File: config.mk
export PLATFORM = sky130hd
export DESIGN_NAME = fifo_wr_skid
export DESIGN_NICKNAME = d
export VERILOG_FILES = /design/src/rtl/fifo_wr_skid.sv
export SDC_FILE = /design/constraint.sdc
export NUM_CORES = 1
export LEC_CHECK = 0
export ABC_AREA = 1
export BUFFER_PORTS_ARGS = -buffer_cell sky130_fd_sc_hd__buf_4
export CAP_MARGIN = 25
export CORE_ASPECT_RATIO = 0.75
export CORE_UTILIZATION = 37
export CTS_CLUSTER_DIAMETER = 200
export DETAILED_ROUTE_END_ITERATION = 8
export SLEW_MARGIN = 20
export SYNTH_ARGS = -nofsm -noshare
export SYNTH_HDL_FRONTEND = slang
export SYNTH_SLANG_ARGS = --single-unit
File: constraint.sdc
create_clock -name clk -period 1.75 [get_ports clk]
set_input_delay 0.175 -clock clk [delete_from_list [all_inputs] [get_ports clk]]
set_output_delay 0.175 -clock clk [all_outputs]
set_load 0.03 [all_outputs]
File: src/rtl/fifo_wr_skid.sv
// fifo_wr_skid: write-side adapter for a standard synchronous FIFO.
// Turns an upstream valid/ready stream into wr_en/wr_data, using a
// 2-entry skid buffer so that in_ready is a registered signal while
// still sustaining one word per clock whenever the FIFO has room.
module fifo_wr_skid #(
  parameter int unsigned DATA_WIDTH = 32,
  parameter int unsigned CNT_WIDTH  = 16
) (
  input  logic                  clk,
  input  logic                  rst_n,
  input  logic                  flush,
  input  logic                  in_valid,
  input  logic [DATA_WIDTH-1:0] in_data,
  output logic                  in_ready,
  input  logic                  fifo_full,
  output logic                  fifo_wr_en,
  output logic [DATA_WIDTH-1:0] fifo_wr_data,
  output logic                  busy,
  output logic [CNT_WIDTH-1:0]  word_cnt
);

  // Encoding is {out_valid, skid_valid}; the (0,1) combination is never entered.
  typedef enum logic [1:0] {
    EMPTY = 2'b00,
    ONE   = 2'b10,
    FULL  = 2'b11
  } state_t;

  state_t                state_q;
  state_t                state_d;
  logic [DATA_WIDTH-1:0] out_data_q;
  logic [DATA_WIDTH-1:0] skid_data_q;
  logic [CNT_WIDTH-1:0]  cnt_q;

  logic out_valid;
  logic skid_valid;
  logic accept;
  logic drain;
  logic load_out_from_in;
  logic load_out_from_skid;
  logic load_skid_from_in;

  assign out_valid  = state_q[1];
  assign skid_valid = state_q[0];

  // Ready depends only on held state, never on in_valid.
  assign in_ready   = ~skid_valid;
  assign accept     = in_valid & in_ready;
  assign drain      = out_valid & ~fifo_full;

  assign fifo_wr_en   = drain;
  assign fifo_wr_data = out_data_q;
  assign busy         = out_valid | skid_valid;
  assign word_cnt     = cnt_q;

  // Next-state and data-steering decode; flush overrides every transition.
  always_comb begin
    state_d            = state_q;
    load_out_from_in   = 1'b0;
    load_out_from_skid = 1'b0;
    load_skid_from_in  = 1'b0;
    if (flush) begin
      state_d = EMPTY;
    end else begin
      case (state_q)
        EMPTY: begin
          if (accept) begin
            state_d          = ONE;
            load_out_from_in = 1'b1;
          end
        end
        ONE: begin
          if (accept && drain) begin
            state_d          = ONE;
            load_out_from_in = 1'b1;
          end else if (accept) begin
            state_d           = FULL;
            load_skid_from_in = 1'b1;
          end else if (drain) begin
            state_d = EMPTY;
          end
        end
        FULL: begin
          if (drain) begin
            state_d            = ONE;
            load_out_from_skid = 1'b1;
          end
        end
        default: begin
          state_d = EMPTY;
        end
      endcase
    end
  end

  // State register.
  always_ff @(posedge clk or negedge rst_n) begin
    if (!rst_n) begin
      state_q <= EMPTY;
    end else begin
      state_q <= state_d;
    end
  end

  // Buffer entries: output register and skid register.
  always_ff @(posedge clk or negedge rst_n) begin
    if (!rst_n) begin
      out_data_q  <= '0;
      skid_data_q <= '0;
    end else begin
      if (load_out_from_in) begin
        out_data_q <= in_data;
      end else if (load_out_from_skid) begin
        out_data_q <= skid_data_q;
      end
      if (load_skid_from_in) begin
        skid_data_q <= in_data;
      end
    end
  end

  // Written-word counter; a write in a flush cycle is not counted.
  always_ff @(posedge clk or negedge rst_n) begin
    if (!rst_n) begin
      cnt_q <= '0;
    end else if (flush) begin
      cnt_q <= '0;
    end else if (drain) begin
      cnt_q <= cnt_q + CNT_WIDTH'(1);
    end
  end

endmodule

==> summary.txt <==
Worst setup path
  • R2R cell count: 8
  • WS Path Type: register to register
  • CP arrival: 1.80 ns
  • Critical path required time: 1.96 ns
  • Critical Path Source: state_q[0]
  • Worst setup EP type: register
  • FF-to-FF End: fifo_wr_data[20]
  • FF-to-FF Start: state_q[0]
  • Max Fanout on Critical Path: 34
  • R2R setup slack: 0.16 ns
  • Critical Path Source Type: register

Job
  • Max Cap Viol: 0

STA
  • RSZ-0062 raised after global routing: no
  • Clk_skew: 0.00744 ns
  • Worst hold slack: 0.0559 ns
  • Worst slew pin tran: 0.485 ns
  • Setup TNS: 0 ns
  • Achievable Freq: 628 MHz
  • Crit share post-route: 0.910
  • Max-slew violations: 0
  • Setup violations, final: 0
  • Endpoints failing hold: 0
  • Relative slew slack: 0.676
  • Final min period: 1.59 ns

Clock network
  • CTS root buffer: clkbuf_16
  • Post-CTS sizing: 0
  • CTS Buffer Depth: 2
  • Worst-path clk slew: 0.06 ns
  • Setup Fix Bufs, Post-CTS: 0
  • CTS buffer count: 9
  • CTS tree: built
  • Clk Latency, worst-skew pair: 0.33 ns
  • Clk sink count: 82
  • Htree depth: 3

Routing
  • Post-Route WL: 10.5 mm
  • DRC violations left: 0
  • Detail Route Antenna Nets: 0
  • Drt wl/cell: 14.9 um
  • Number of DRC markers in iteration 0: 390
  • First-pass DRT Iterations: 5
  • Routed vias: 3641
  • Via-per-instance ratio: 5.17

Logic synthesis
  • Adder-Cell Fraction of Synth Area: 0.0159
  • Synth Area in XOR/XNOR: 0
  • Largest family of logic cells by synthesized area: simple AND/OR/NAND/NOR gates
  • Synthesized cell area: 3940 um^2
  • Post-synthesis simple-gate area fraction: 0.324
  • FFs w/ async S/R, synth: 1.00
  • Synth top area share: 0.521
  • Main area contributors after synthesis: dfrtp_1, nand3_1, nand2_1, o21ai_0, nor2_1
  • Seq cells post-synth: 82
  • Post-synth EDFFs: 0
  • Net count after synthesis: 517
  • Post-synthesis mux area share: 0.00286
  • Sequential share of the synthesized area: 0.521
  • Cell variety after synth: 26
  • Biggest area consumer among synthesized cells: dfrtp_1
  • Synth top cells by count: nand3_1, nand2_1, dfrtp_1
  • Yosys warns: 0
  • Synth Instances: 475
  • Dominant synthesized flop cell: dfrtp_1
  • Most frequent cell after synthesis: nand3_1
  • Avg Cell Area, Syn: 8.29 um^2
  • Synth Area in Compound Gates: 0.0744

Floorplan
  • IO Pins: 88
  • Die H: 91.3 um
  • Initial Util: 0.381
  • Die width: 121 um
  • Die Area: 11100 um^2
  • Core outline area: 10300 um^2
  • Num rows: 32

Global route
  • Vias in the first global route: 3403
  • Grt ovf: 0
  • Overall Global Routing Usage: 0.202
  • First-pass GRT wire length: 17.4 mm
  • Antenna violations before repair: 0
  • Largest net degree at the start of global routing: 37

Placement
  • Gpl congestion: 0.797
  • Hpwl dp: 6.98 mm
  • Port Buffers: 87

Power
  • Pleak: 0.00254 uW
  • Cell Pwr Density: 1640 nW/um^2
  • Peak supply drop: 0.000744 V

Min path
  • Worst Hold End: skid_data_q[9]
  • Hold Crit Class: input pin to register
  • Hold Path Depth: 3
  • Critical hold path startpoint: in_data[9]

Layout
  • Antenna Cells: 0
  • Total Nets Final: 605
  • Fraction of layout cells with a size suffix above 1: 0.236
  • Area grow syn2layout: 32.0%

Outcome
  • Outcome: finished clean
routing by layer:
| metal | global-route usage | vias up | routed length [um] |
|---|---|---|---|
| li1 | - | 1770 | - |
| met1 | 0.300 | 1728 | 5060 |
| met2 | 0.294 | 136 | 4710 |
| met3 | 0.0415 | 7 | 658 |
| met4 | 0.0566 | 0 | 84 |
| met5 | 0 | - | 0 |
worst max path at each step:
stage | cells past startpoint | end
floorplan | 8 | fifo_wr_data[10]
global placement | 8 | fifo_wr_data[4]
detailed placement | 8 | fifo_wr_data[11]
CTS | 8 | fifo_wr_data[20]
global route | 8 | state_q[0]
finish | 8 | fifo_wr_data[20]
cells by family after synthesis:
group,Yosys count
buffers and inverters,53
DFF,82
muxes,1
AOI/OAI and AO/OA,53
and+or+nand+nor,281
adders and majority gates,5
layout by cell type (no fill, tap or decap), types with 5 or more instances in the layout:
cell type  instances
a21oi_1            8
buf_12             5
buf_4            100
clkbuf_16          9
dfrtp_1           82
ha_1               5
inv_1             20
nand2_1          109
nand3_1          137
nor2_1            23
o21ai_0           37
o21bai_1           5
state kept, by name, summed over array words and instances (netlist names):
register and cells:
fifo_wr_data 32, skid_data_q 32, word_cnt 16, state_q 2
area by class of cell:
cell class | instances | area [um^2]
fill | 1011 | 5130
clock buffer | 10 | 239
timing repair buffer | 106 | 861
clock inverter | 6 | 136
inverter | 24 | 90.1
tap | 136 | 170
sequential | 82 | 2050
multi-input combinational | 340 | 1650
report_power, final:
part | leakage [uW] | total, uW | internal, uW | switching, uW
Sequential | 0.00105 | 3080 | 2630 | 445
Combinational | 0.00132 | 3090 | 1120 | 1970
Clock | 0.000179 | 2350 | 1580 | 765
Total | 0.00254 | 8520 | 5330 | 3180
critical path, stage by stage (launching register included):
cell	delay (ns)
dfrtp_1	0.43
inv_2	0.12
ha_1	0.19
inv_1	0.09
o21ai_4	0.18
nand2_2	0.11
buf_12	0.18
nand3_1	0.08
nand3_1	0.09
through the flow:
stage	instances	setup WS (ns)	area, um^2	total power, uW	utilization
floorplan	475	0.102	3940	4950	-
global placement	687	0.230	4810	6130	0.466
detailed placement	687	0.166	4810	6200	0.466
CTS	704	0.144	5190	8580	0.503
global route	704	0.0503	5190	9020	0.503
finish	704	0.157	5190	8520	0.503
what timing repair did:
| item | 4_1_cts | 5_1_grt |
|---|---|---|
| setup endpoints to repair | 0 | 0 |
| hold endpoints to repair | 34 | 0 |
| hold buffers | 1 | 0 |
Power figures use the tool's default switching activity.
